`config.mk`:
```
export PLATFORM = sky130hd
export DESIGN_NAME = cell_alu_pipelined
export DESIGN_NICKNAME = d
export VERILOG_FILES = /design/src/rtl/cell_alu_pipelined.sv
export SDC_FILE = /design/constraint.sdc
export NUM_CORES = 1
export LEC_CHECK = 0
export ABC_CLOCK_PERIOD_IN_PS = 9050
export BUFFER_PORTS_ARGS = -buffer_cell sky130_fd_sc_hd__buf_2
export CAP_MARGIN = 0
export CORE_MARGIN = 4
export CORE_UTILIZATION = 55
export CTS_CLUSTER_DIAMETER = 30
export CTS_CLUSTER_SIZE = 20
export DETAILED_ROUTE_END_ITERATION = 7
export PLACE_DENSITY = 0.8
export SKIP_CTS_REPAIR_TIMING = 1
export SLEW_MARGIN = 20
export SYNTH_ARGS = -nofsm -noshare
export SYNTH_HDL_FRONTEND = slang
export SYNTH_SLANG_ARGS = --single-unit
```
`constraint.sdc`:
```
create_clock -name clk -period 9.05 [get_ports clk]
set_input_delay 0.905 -clock clk [delete_from_list [all_inputs] [get_ports clk]]
set_output_delay 0.905 -clock clk [all_outputs]
set_load 0.03 [all_outputs]
```
`src/rtl/cell_alu_pipelined.sv`:
```
// Two-operand ALU cell with word-bank operand select and an accumulator.
// Latency: 2 cycles from accept to out_valid. Throughput: 1 result per cycle.
// Backpressure: out_ready low stalls stage 2; in_ready drops once stage 1 is also full.
module cell_alu_pipelined #(
   parameter int WIDTH = 32,
   parameter int SEL_W = 3
) (
   input  logic                          clk,
   input  logic                          reset,
   input  logic [WIDTH*(2**SEL_W)-1:0]   in_bus,
   input  logic                          in_valid,
   output logic                          in_ready,
   input  logic [SEL_W-1:0]              sel0,
   input  logic [SEL_W-1:0]              sel1,
   input  logic [2:0]                    selOp,
   input  logic                          byPass,
   output logic [WIDTH-1:0]              out,
   output logic                          carry,
   output logic                          zero,
   output logic                          out_valid,
   input  logic                          out_ready,
   output logic [WIDTH-1:0]              acc
);

   localparam int NUM_IN = 2**SEL_W;

   typedef enum logic [2:0] {
      OP_ADD, OP_SUB, OP_AND, OP_OR, OP_XOR, OP_ACC_ADD, OP_ACC_LOAD, OP_ACC_CLR
   } op_e;

   typedef struct packed {
      logic [WIDTH-1:0] op0;
      logic [WIDTH-1:0] op1;
      op_e              op;
      logic             byp;
   } s1_t;

   logic [WIDTH-1:0] words [NUM_IN];
   logic             s1_valid;
   s1_t              s1;
   logic             advance;
   logic [WIDTH:0]   sum, diff, acc_sum;
   logic [WIDTH-1:0] res;
   logic             res_c;
   logic [WIDTH-1:0] acc_nxt;

   for (genvar k = 0; k < NUM_IN; k++) begin : g_words
      assign words[k] = in_bus[k*WIDTH +: WIDTH];
   end

   assign advance  = !out_valid || out_ready;
   assign in_ready = !reset && (!s1_valid || advance);

   always_ff @(posedge clk or posedge reset) begin
      if (reset) begin
         s1_valid <= 1'b0;
         s1       <= '0;
      end else if (in_ready) begin
         s1_valid <= in_valid;
         if (in_valid) begin
            s1.op0 <= words[sel0];
            s1.op1 <= words[sel1];
            s1.op  <= op_e'(selOp);
            s1.byp <= byPass;
         end
      end
   end

   // MSB of diff is the borrow: set exactly when op0 < op1 unsigned.
   assign sum     = {1'b0, s1.op0} + {1'b0, s1.op1};
   assign diff    = {1'b0, s1.op0} - {1'b0, s1.op1};
   assign acc_sum = {1'b0, acc} + {1'b0, s1.op0};

   always_comb begin
      res     = '0;
      res_c   = 1'b0;
      acc_nxt = acc;
      if (s1.byp) begin
         res = s1.op0;
      end else begin
         case (s1.op)
            OP_ADD:      {res_c, res} = sum;
            OP_SUB:      {res_c, res} = diff;
            OP_AND:      res = s1.op0 & s1.op1;
            OP_OR:       res = s1.op0 | s1.op1;
            OP_XOR:      res = s1.op0 ^ s1.op1;
            OP_ACC_ADD: begin
               {res_c, res} = acc_sum;
               acc_nxt      = acc_sum[WIDTH-1:0];
            end
            OP_ACC_LOAD: begin
               res     = s1.op0;
               acc_nxt = s1.op0;
            end
            OP_ACC_CLR:  acc_nxt = '0;
         endcase
      end
   end

   // acc is read and written here so back-to-back accumulator ops need no bubbles.
   always_ff @(posedge clk or posedge reset) begin
      if (reset) begin
         out       <= '0;
         carry     <= 1'b0;
         acc       <= '0;
         out_valid <= 1'b0;
      end else if (advance) begin
         out_valid <= s1_valid;
         if (s1_valid) begin
            out   <= res;
            carry <= res_c;
            acc   <= acc_nxt;
         end
      end
   end

   assign zero = (out == '0);

endmodule

```
; ---- Word level (Yosys, flattened, before mapping)
; Index checks and enable logic that the tools add are counted.
[totals]
ff_bits = 135
inputBits = 270
[classes]
addsub = 3
n_lt_le_gt_ge = 2
n_eq_ne = 7
n_mux = 11
n_bitwise = 6
n_reduce_logical = 12
[op_table]
columns = op, count
row1 = case mux 32 bit (7 select lines), 1
row2 = binary-select mux 32 bit (select 3 bit), 2
row3 = 2-to-1 mux 32 bit, 5
row4 = case mux 32 bit (3 select lines), 1
row5 = adder 32 x 32 -> 33 bit, 2
row6 = subtractor 32 x 32 -> 33 bit, 1
row7 = bitwise AND 32 bit, 1
row8 = zero test 32 bit, 1
row9 = OR 32 bit, 1
row10 = bitwise XOR 32 bit, 1
row11 = "equality test 3 bit, second input constant", 4
row12 = ">= comparator 4 bit, second input constant", 2
row13 = inverter 3 -> 4 bit, 2
row14 = "equality test 3 x 2 -> 1 bit, second input constant", 2
row15 = AND reduction 2 bit, 2
row16 = AND reduction 4 bit, 1
row17 = "equality test 3 x 1 -> 1 bit, second input constant", 1
row18 = zero test 1 bit, 3
row19 = zero test 3 bit, 1
row20 = case mux 1 bit (3 select lines), 1
row21 = nonzero test 3 bit, 1
row22 = logical OR 1 bit, 2
row23 = logical AND 1 bit, 1
row24 = 2-to-1 mux 1 bit, 1
row25 = inverter 1 bit, 1

; ---- Longest topological paths before layout
; Gate-level depths: netlist (run 1).
[logic_depth]
depth_word = 5
mapped_depth = 13
mapped_depth_nobuf = 13

; ---- Worst setup path before layout (run 1)
; OpenSTA, ideal clock, no wires.
[synth_timing]
path_kind = flip-flop to flip-flop
start = register acc[0]
end = register out[24]
setup_time_ns = 0.131
t_arrival_ns = 2.802
required_time_ns = 8.919
path_slack_ns = 6.117
stages_incl_launch_ff = 12
path_buffers = 0
path_cell_list = dfrtp_1 > ha_1 > fa_1 > a211oi_1 > o211ai_1 > nand2_1 > o21ai_1 > o21ai_2 > xnor2_1 > a221o_1 > a211oi_1 > o22ai_1
[synth_between]
elab_chain_cells = 3
[synth_rtl]
columns = item, line
row1 = start: declaration, 22  ; output logic [WIDTH-1:0] acc
row2 = start signal: assignment, 112  ; acc <= acc_nxt;
row3 = adder 32 x 32 -> 33 bit, 72  ; assign acc_sum = {1'b0, acc} + {1'b0, s1.op0};
row4 = case mux 32 bit (7 select lines), 81  ; case (s1.op)
row5 = 2-to-1 mux 32 bit, 78  ; if (s1.byp) begin
row6 = end signal: assignment, 110  ; out <= res;
row7 = end: declaration, 17  ; output logic [WIDTH-1:0] out,
; No other way between the ends.
; A chain may end at the register's enable or synchronous reset.

; ---- Final worst setup path (run 1)
[layout_timing]
start = register s1[53] in the netlist's numbering
end = register carry
[layout_between]
elab_chain_cells = 3
word_cells_on_any_way = 5
cone_classes = add/sub: 3 / mux: 2
[layout_rtl]
columns = item, line
row1 = start: declaration, 40  ; s1_t s1;
row2 = "adder 32 x 32 -> 33 bit, or another cell as far along", 72
row3 = case mux 1 bit (3 select lines) *, 81
row4 = 2-to-1 mux 1 bit *, 78
row5 = end signal: assignment, 111  ; carry <= res_c;
row6 = end: declaration, 18  ; output logic carry,
; Every way passes the cells marked *; elsewhere a longest branch is shown, timed or not.

==> summary.md, run 1 <==
| Metric | Value |
|---|---|
| CTS clk-pin slew, worst paths | 0.06 ns |
| Setup ws final | 5.319 ns |
| Placer Congestion | 1.091 |
| Crit path capture type | flop |
| Max_slew headroom | 30.89% |
| Vias in the first global route | 16490 |
| Area Overhead vs Synth | 14.68% |
| Sum Neg Setup Slack | 0 ns |
| Critical Path End | carry |
| Share of cells above drive strength 1 | 26.87% |
| Die width | 182.4 um |
| Dominant synthesized flop cell | dfrtp_1 |
| Failing checks | design-rule violations |
| Multi-input gate area | 12380 um^2 |
| Worst-Margin Slew | 1.037 ns |
| Final ANT Viol Nets | 0 |
| Cell variety after synth | 94 |
| DRC Markers | 1 |
| WP data arrival | 4.05 ns |
| Synth Cell Area | 16720 um^2 |
| Die H | 182.4 um |
| Top-area cell type share of the netlist area | 20.21% |
| Power density over the cells | 304.6 nW/um^2 |
| Number of synthesized register bits | 135 |
| First-pass GRT wire length | 95260 um |
| Initial antenna violation count | 10 |
| Num ports | 338 |
| Reg2reg setup slack | 5.32 ns |
| Largest net degree at the start of global routing | 113 |
| Max-Cap Viols | 0 |
| Hold/Removal Path Class | flop to flop |
| Sequential fraction of design power | 19.2% |
| WL/cell | 24.64 um |
| VDD IR max | 0.1671 mV |
| Port bufs | 337 |
| Unrepaired setup endpoints after global routing | no |
| Core Box Area | 29800 um^2 |
| Post-synth EDFFs | 0 |
| FF-to-FF Start | s1[53] |
| DRT Pass-1 Iters | 8 |
| H-tree levels | 4 |
| CTS tree | yes |
| Global route total overflow | 0 |
| Sink Count | 135 |
| Startpoint Class | flop |
| TritonCTS Buffers | 17 |
| Tot Pwr | 5.840 mW |
| Placed cell count | 2502 |
| Root buffer cell | clkbuf_16 |
| Critical Path Start | s1[53] |
| Final #Nets | 2541 |
| Seq/Total Area, Yosys | 20.21% |
| Fillers | 2562 |
| Via count | 17320 |
| Crit-path max FO | 13 |
| Rows | 63 |
| R2R depth | 11 |
| Total GRT Usage | 36.28% |
| Yosys warning count | 0 |
| Final min period | 3.731 ns |
| Switching Fraction | 53.59% |
| Place WS | 5.480 ns |
| Net Count, Synth | 2303 |
| Detailed Route Iter0 Violations | 2269 |
| Number of vias per cell | 6.809 |
| Max Slew Vio Count | 0 |
| Setup Skew | 0.01153 ns |
| Fmax | 268.0 MHz |
| Final wirelength | 62680 um |
| CP Class | flop to flop |
| Area of the die | 33250 um^2 |
| Clock power frac | 12.7% |
| Sequential standard cell area | 3381 um^2 |
| Pleak | 8.590 nW |
| Post-Synthesis Cells | 1893 |
| Post-synthesis area per instance | 8.832 um^2 |
| Fin cells | 2544 |
| Status | finished with violations |
| Top cells by area, synth | dfrtp_1 (20%), mux4_2 (17%), ha_1 (10%) |
| Worst-skew pair later-pin latency | 0.44 ns |
| Internal power | 2.711 mW |
| Cell taking the most area after synthesis | dfrtp_1 |
| Comb pwr share | 68.1% |
| Switching power | 3.130 mW |
| Reg2Reg Capture Point | carry |
| Tcrit/Tclk final | 41.22% |
| Clock Tree Buf Depth | 2 |
| Setup violations, final | 0 |
| FFs w/ async S/R, synth | 100.0% |
| Initial Util | 56.11% |
| CP required | 9.37 ns |
| Final Hold Viols | 0 |
| Detail Placement HPWL | 49050 um |
power by group through the flow:
stage | Combinational, mW | Sequential, mW | Clock, mW
CTS | 3.84 | 1.10 | 0.746
global placement | 3.80 | 1.10 | 0
finish | 3.98 | 1.12 | 0.743
detailed placement | 3.82 | 1.11 | 0
floorplan | 2.54 | 1.29 | 0
global route | 4.26 | 1.14 | 0.776
layout by cell type, fill, tap and decap left out, types with 13 or more instances in the layout:
master,netlist,layout
mux4_2,128,128
buf_2,24,335
a22oi_1,18,18
o21ai_0,96,96
o22ai_1,25,25
a221oi_1,19,19
xnor2_1,33,33
inv_1,102,101
a21o_1,22,22
o21bai_1,20,20
a21oi_1,232,232
mux2i_1,86,86
xor2_1,14,14
buf_4,0,27
o21a_1,20,20
a31oi_1,18,18
mux2_2,13,13
o221ai_1,16,16
nor2_1,176,176
o211ai_1,20,20
nand3_1,33,33
clkbuf_16,0,17
nor3_1,42,42
dfrtp_1,135,133
a211oi_1,15,15
nand4_1,23,23
ha_1,137,137
and3_1,16,16
nand2_1,109,109
worst max-delay path: stages (launching register included):
cell and delay, ns:
dfrtp_1 0.58, inv_1 0.12, ha_1 0.47, inv_1 0.20, a21oi_1 0.10, o311ai_0 0.72, a221oi_1 0.19, o31ai_1 0.54
o2111ai_1 0.22, a31oi_1 0.22, o311a_1 0.18, a21oi_1 0.07
cell usage after synthesis, drive strengths merged, types with 4 or more instances:
library cell / n
o221ai: 16
nor3: 42
a221o: 8
a21oi: 233
ha: 137
nor4: 12
inv: 103
a21boi: 7
o211ai: 24
or3: 5
and2: 10
a31oi: 18
a211oi: 17
mux2: 14
mux4: 128
mux2i: 86
o21a: 20
nand2b: 11
a221oi: 20
nor3b: 6
or4: 6
dfrtp: 135
nor2b: 11
a211o: 5
buf: 42
o31a: 5
a21o: 22
nand2: 109
o21bai: 20
nand3: 33
and3: 16
o311ai: 5
xnor2: 33
clkbuf: 101
xor2: 14
a31o: 4
o22ai: 26
a22oi: 18
or2: 6
o31ai: 11
nand4: 23
nor2: 176
o21ai: 105
metrics by stage:
| step | util (%) | hold slack (ns) | instance area [um^2] |
|---|---|---|---|
| floorplan | - | 0.4891 | 16720 |
| global placement | 62.17 | 0.4919 | 18530 |
| detailed placement | 62.17 | 0.5044 | 18530 |
| CTS | 64.26 | 0.5195 | 19150 |
| global route | 64.34 | 0.5592 | 19170 |
| finish | 64.34 | 0.5091 | 19170 |
sequential cells by signal, indices dropped and copies added (netlist names):
name and count:
out 32, s1_valid 1, carry 1, acc 32, s1 68, out_valid 1
area by class of cell:
type                            count  share of cell area, %
Clock inverter                      9                 0.5939
Multi-Input combinational cell   1510                  64.58
Antenna cell                       10                 0.1305
Inverter                          105                  2.069
Clock buffer                       23                  2.650
Tap cell                          390                  2.545
Sequential cell                   135                  17.63
Timing Repair Buffer              362                  9.802
logic make-up (layout without fill, tap and decap cells):
| family | Yosys count | after routing | synth area share [%] |
|---|---|---|---|
| XOR/XNOR | 47 | 47 | 2.462 |
| AND/OR/NAND/NOR | 474 | 474 | 13.17 |
| flip-flops | 135 | 135 | 20.21 |
| multiplexers | 228 | 228 | 23.33 |
| buffers and inverters | 248 | 499 | 5.793 |
| adder cells (fa/ha/maj) | 140 | 140 | 10.61 |
| other | 0 | 10 | 0 |
| AO/OA/AOI/OAI | 621 | 621 | 24.42 |
per-layer routing:
metal | share of wire, % | vias up | GRT usage [%]
li1 | - | 7658 | -
met1 | 42 | 8305 | 53.09
met2 | 42 | 1217 | 52.33
met3 | 13 | 143 | 9.548
met4 | 3.3 | 0 | 12.37
met5 | 0 | - | 0
worst min-delay path by stage:
stage	from	to	depth (start not counted)
finish	acc[24]	acc[24]	2
global route	s1_valid	out_valid	1
global placement	acc[22]	acc[22]	2
CTS	acc[24]	acc[24]	2
detailed placement	out[0]	out[0]	2
floorplan	s1_valid	out_valid	1
Note: power is estimated with default switching activity, not from simulation.
==> run 2, diff against run 1 <==
--- a/config.mk
+++ b/config.mk
@@ -5,7 +5,7 @@
 export SDC_FILE = /design/constraint.sdc
 export NUM_CORES = 1
 export LEC_CHECK = 0
-export ABC_CLOCK_PERIOD_IN_PS = 9050
+export ABC_CLOCK_PERIOD_IN_PS = 3700
 export BUFFER_PORTS_ARGS = -buffer_cell sky130_fd_sc_hd__buf_2
 export CAP_MARGIN = 0
 export CORE_MARGIN = 4
==> constraint.sdc (replaced) <==
create_clock -name clk -period 3.7 [get_ports clk]
set_input_delay 0.37 -clock clk [delete_from_list [all_inputs] [get_ports clk]]
set_output_delay 0.37 -clock clk [all_outputs]
set_load 0.03 [all_outputs]
==> run 2 against run 1 <==
The flow now finishes without violations; non-clock buffer count up 64; die area unchanged; design area up 3.0%; core utilization up 1.9 points; clock power up 140%; combinational power rose to 2.6 times the previous value; hold slack worse by 0.38 ns; first-iteration DRC count down 5.4%; sequential cell count unchanged; sequential share of layout area down 0.51 points; via count up 1.5%; global-route usage up 2.2 points.
==> summary.md, run 2 (same netlist as run 1, synthesis figures left out) <==
| Metric | Value |
|---|---|
| Finished Core Util | 66.26% (+1.9 points) |
| Final Hold Viols | 0 (unchanged) |
| Most frequent cells in the layout | buf_2 (335), a21oi_1 (232), nor2_1 (175) |
| Final min period | 3.409 ns (-0.3213 ns) |
| Design Area, Final | 19740 um^2 (+3.0%) |
| CP Class | flop to flop |
| Die width | 182.4 um (unchanged) |
| DRT Pass-1 Iters | 8 (unchanged) |
| Switching Fraction | 53.59% (about the same) |
| Final wirelength | 66170 um (+5.6%) |
| Switching power | 7.815 mW (+150%) |
| Crit-path max FO | 6 (-7) |
| Tcrit/Tclk final | 92.15% (+51 points) |
| Placer Congestion | 1.039 (-4.8%) |
| Internal power | 6.767 mW (+150%) |
| VDD IR max | 0.3596 mV (+120%) |
| Sequential standard cell area | 3381 um^2 (unchanged) |
| First-pass GRT wire length | 99860 um (+4.8%) |
| WL/cell | 25.30 um (+2.7%) |
| CP required | 4.04 ns (-5.33 ns) |
| Power density over the cells | 738.6 nW/um^2 (+140%) |
| Area of the die | 33250 um^2 (unchanged) |
| Most flops, register | s1 |
| Fillers | 2538 (-0.94%) |
| Number of vias per cell | 6.724 (-1.2%) |
| Fmax | 293.3 MHz (+9.4%) |
| Largest net degree at the start of global routing | 83 (-27%) |
| Sink Count | 135 (unchanged) |
| CTS clk-pin slew, worst paths | 0.07 ns (about the same) |
| Comb pwr share | 70.2% (+2.1 points) |
| CTS tree | yes |
| Unrepaired setup endpoints after global routing | no |
| WP data arrival | 3.75 ns (-0.30 ns) |
| Initial Util | 56.11% (unchanged) |
| Worst-skew pair later-pin latency | 0.44 ns (about the same) |
| Sequential fraction of design power | 17.8% (-1.4 points) |
| Max_slew headroom | 28.71% (-2.2 points) |
| Rows | 63 (unchanged) |
| Commonest non-fill, non-tap cell in the layout | buf_2 |
| Die H | 182.4 um (unchanged) |
| Core Box Area | 29800 um^2 (unchanged) |
| DRC Markers | 0 (-1) |
| Sum Neg Setup Slack | 0 ns (unchanged) |
| Area Overhead vs Synth | 18.08% |
| Startpoint Class | flop |
| Pleak | 8.908 nW (+3.7%) |
| Max Slew Vio Count | 0 (unchanged) |
| Setup violations, final | 0 (unchanged) |
| TritonCTS Buffers | 17 (unchanged) |
| Clock power frac | 12.0% (-0.7 points) |
| Detail Placement HPWL | 52420 um (+6.9%) |
| Final #Nets | 2605 (+2.5%) |
| Root buffer cell | clkbuf_16 |
| Via count | 17580 (+1.5%) |
| Vias in the first global route | 17190 (+4.3%) |
| Dpl cell area | 19110 um^2 (+3.2%) |
| Status | finished clean |
| Multi-input gate area | 12380 um^2 (about the same) |
| Clock Tree Buf Depth | 2 (unchanged) |
| Setup Skew | 0.008880 ns (-0.002647 ns) |
| Initial antenna violation count | 17 (+7) |
| Port bufs | 337 (unchanged) |
| Global route total overflow | 0 (unchanged) |
| Hold/Removal Path Class | input port to asynchronous set/reset pin |
| Total GRT Usage | 38.47% (+2.2 points) |
| Max-Cap Viols | 0 (unchanged) |
| Final ANT Viol Nets | 0 (unchanged) |
| Detailed Route Iter0 Violations | 2147 (-5.4%) |
| Max reg flops | 68 (unchanged) |
| Worst-Margin Slew | 1.069 ns (+0.03262 ns) |
| Num ports | 338 (unchanged) |
| Crit path capture type | flop |
| H-tree levels | 4 (unchanged) |
| Share of cells above drive strength 1 | 29.03% (+2.2 points) |
| Regs by FF count | s1 x68, acc x32, out x32 |
-- run 2: power by group through the flow --
stage / sequential (mW) / combinational [mW] / clock [mW]
floorplan: 3.15 / 6.20 / 0
global placement: 2.56 / 9.74 / 0
detailed placement: 2.59 / 9.82 / 0
CTS: 2.57 / 9.87 / 1.77
global route: 2.65 / 11.0 / 1.85
finish: 2.60 / 10.2 / 1.76
-- run 2: worst paths after layout --
check                      endpoint     start  slack [ns]  depth (start not counted)
setup / recovery            out[30]    s1[43]        0.29                         11
hold / removal               out[1]     reset        0.13                          2
setup reg to reg            out[30]    s1[43]        0.29                         11
hold reg to reg             acc[22]   acc[22]        0.52                          2
max in group asynchronous    s1[31]     reset        2.76                          3
min in group clk              s1[3]  selOp[2]        0.15                          3
-- run 2: final cells by class --
| class | count | share of cell area (%) |
|---|---|---|
| Multi-Input combinational cell | 1510 | 62.73 |
| Tap cell | 390 | 2.472 |
| Antenna cell | 17 | 0.2155 |
| Inverter | 105 | 2.015 |
| Timing Repair Buffer | 426 | 12.46 |
| Clock inverter | 14 | 0.7606 |
| Sequential cell | 135 | 17.13 |
| Clock buffer | 18 | 2.225 |
-- run 2: through the flow --
step | hold slack (ns) | setup WS (ns) | power [mW] | std cells
2_1_floorplan | 0.4868 | 0.7666 | 9.353 | 1893
3_3_place_gp | 0.4911 | 0.5232 | 12.30 | 2566
3_5_place_dp | 0.5054 | 0.4476 | 12.42 | 2566
4_1_cts | 0.1372 | 0.4041 | 14.22 | 2598
5_1_grt | 0.1566 | 0.1524 | 15.46 | 2615
6_report | 0.1272 | 0.2906 | 14.58 | 2615
-- run 2: critical path, stage by stage, from the launching register on --
cell and delay, ns:
dfrtp_1 0.42, buf_4 0.19, ha_1 0.38, nand2_1 0.10, o21ai_0 0.26, nand2_1 0.19, o21ai_1 0.41, o21ai_2 0.18
o311ai_1 0.42, xor2_1 0.37, a221oi_1 0.16, a211oi_1 0.22
-- run 2: metal layers --
metal	track usage [%]	vias up	wire [um]
li1	-	7820	-
met1	55.28	8286	27100
met2	54.09	1330	27320
met3	12.30	148	9166
met4	14.92	0	2582
met5	0	-	0
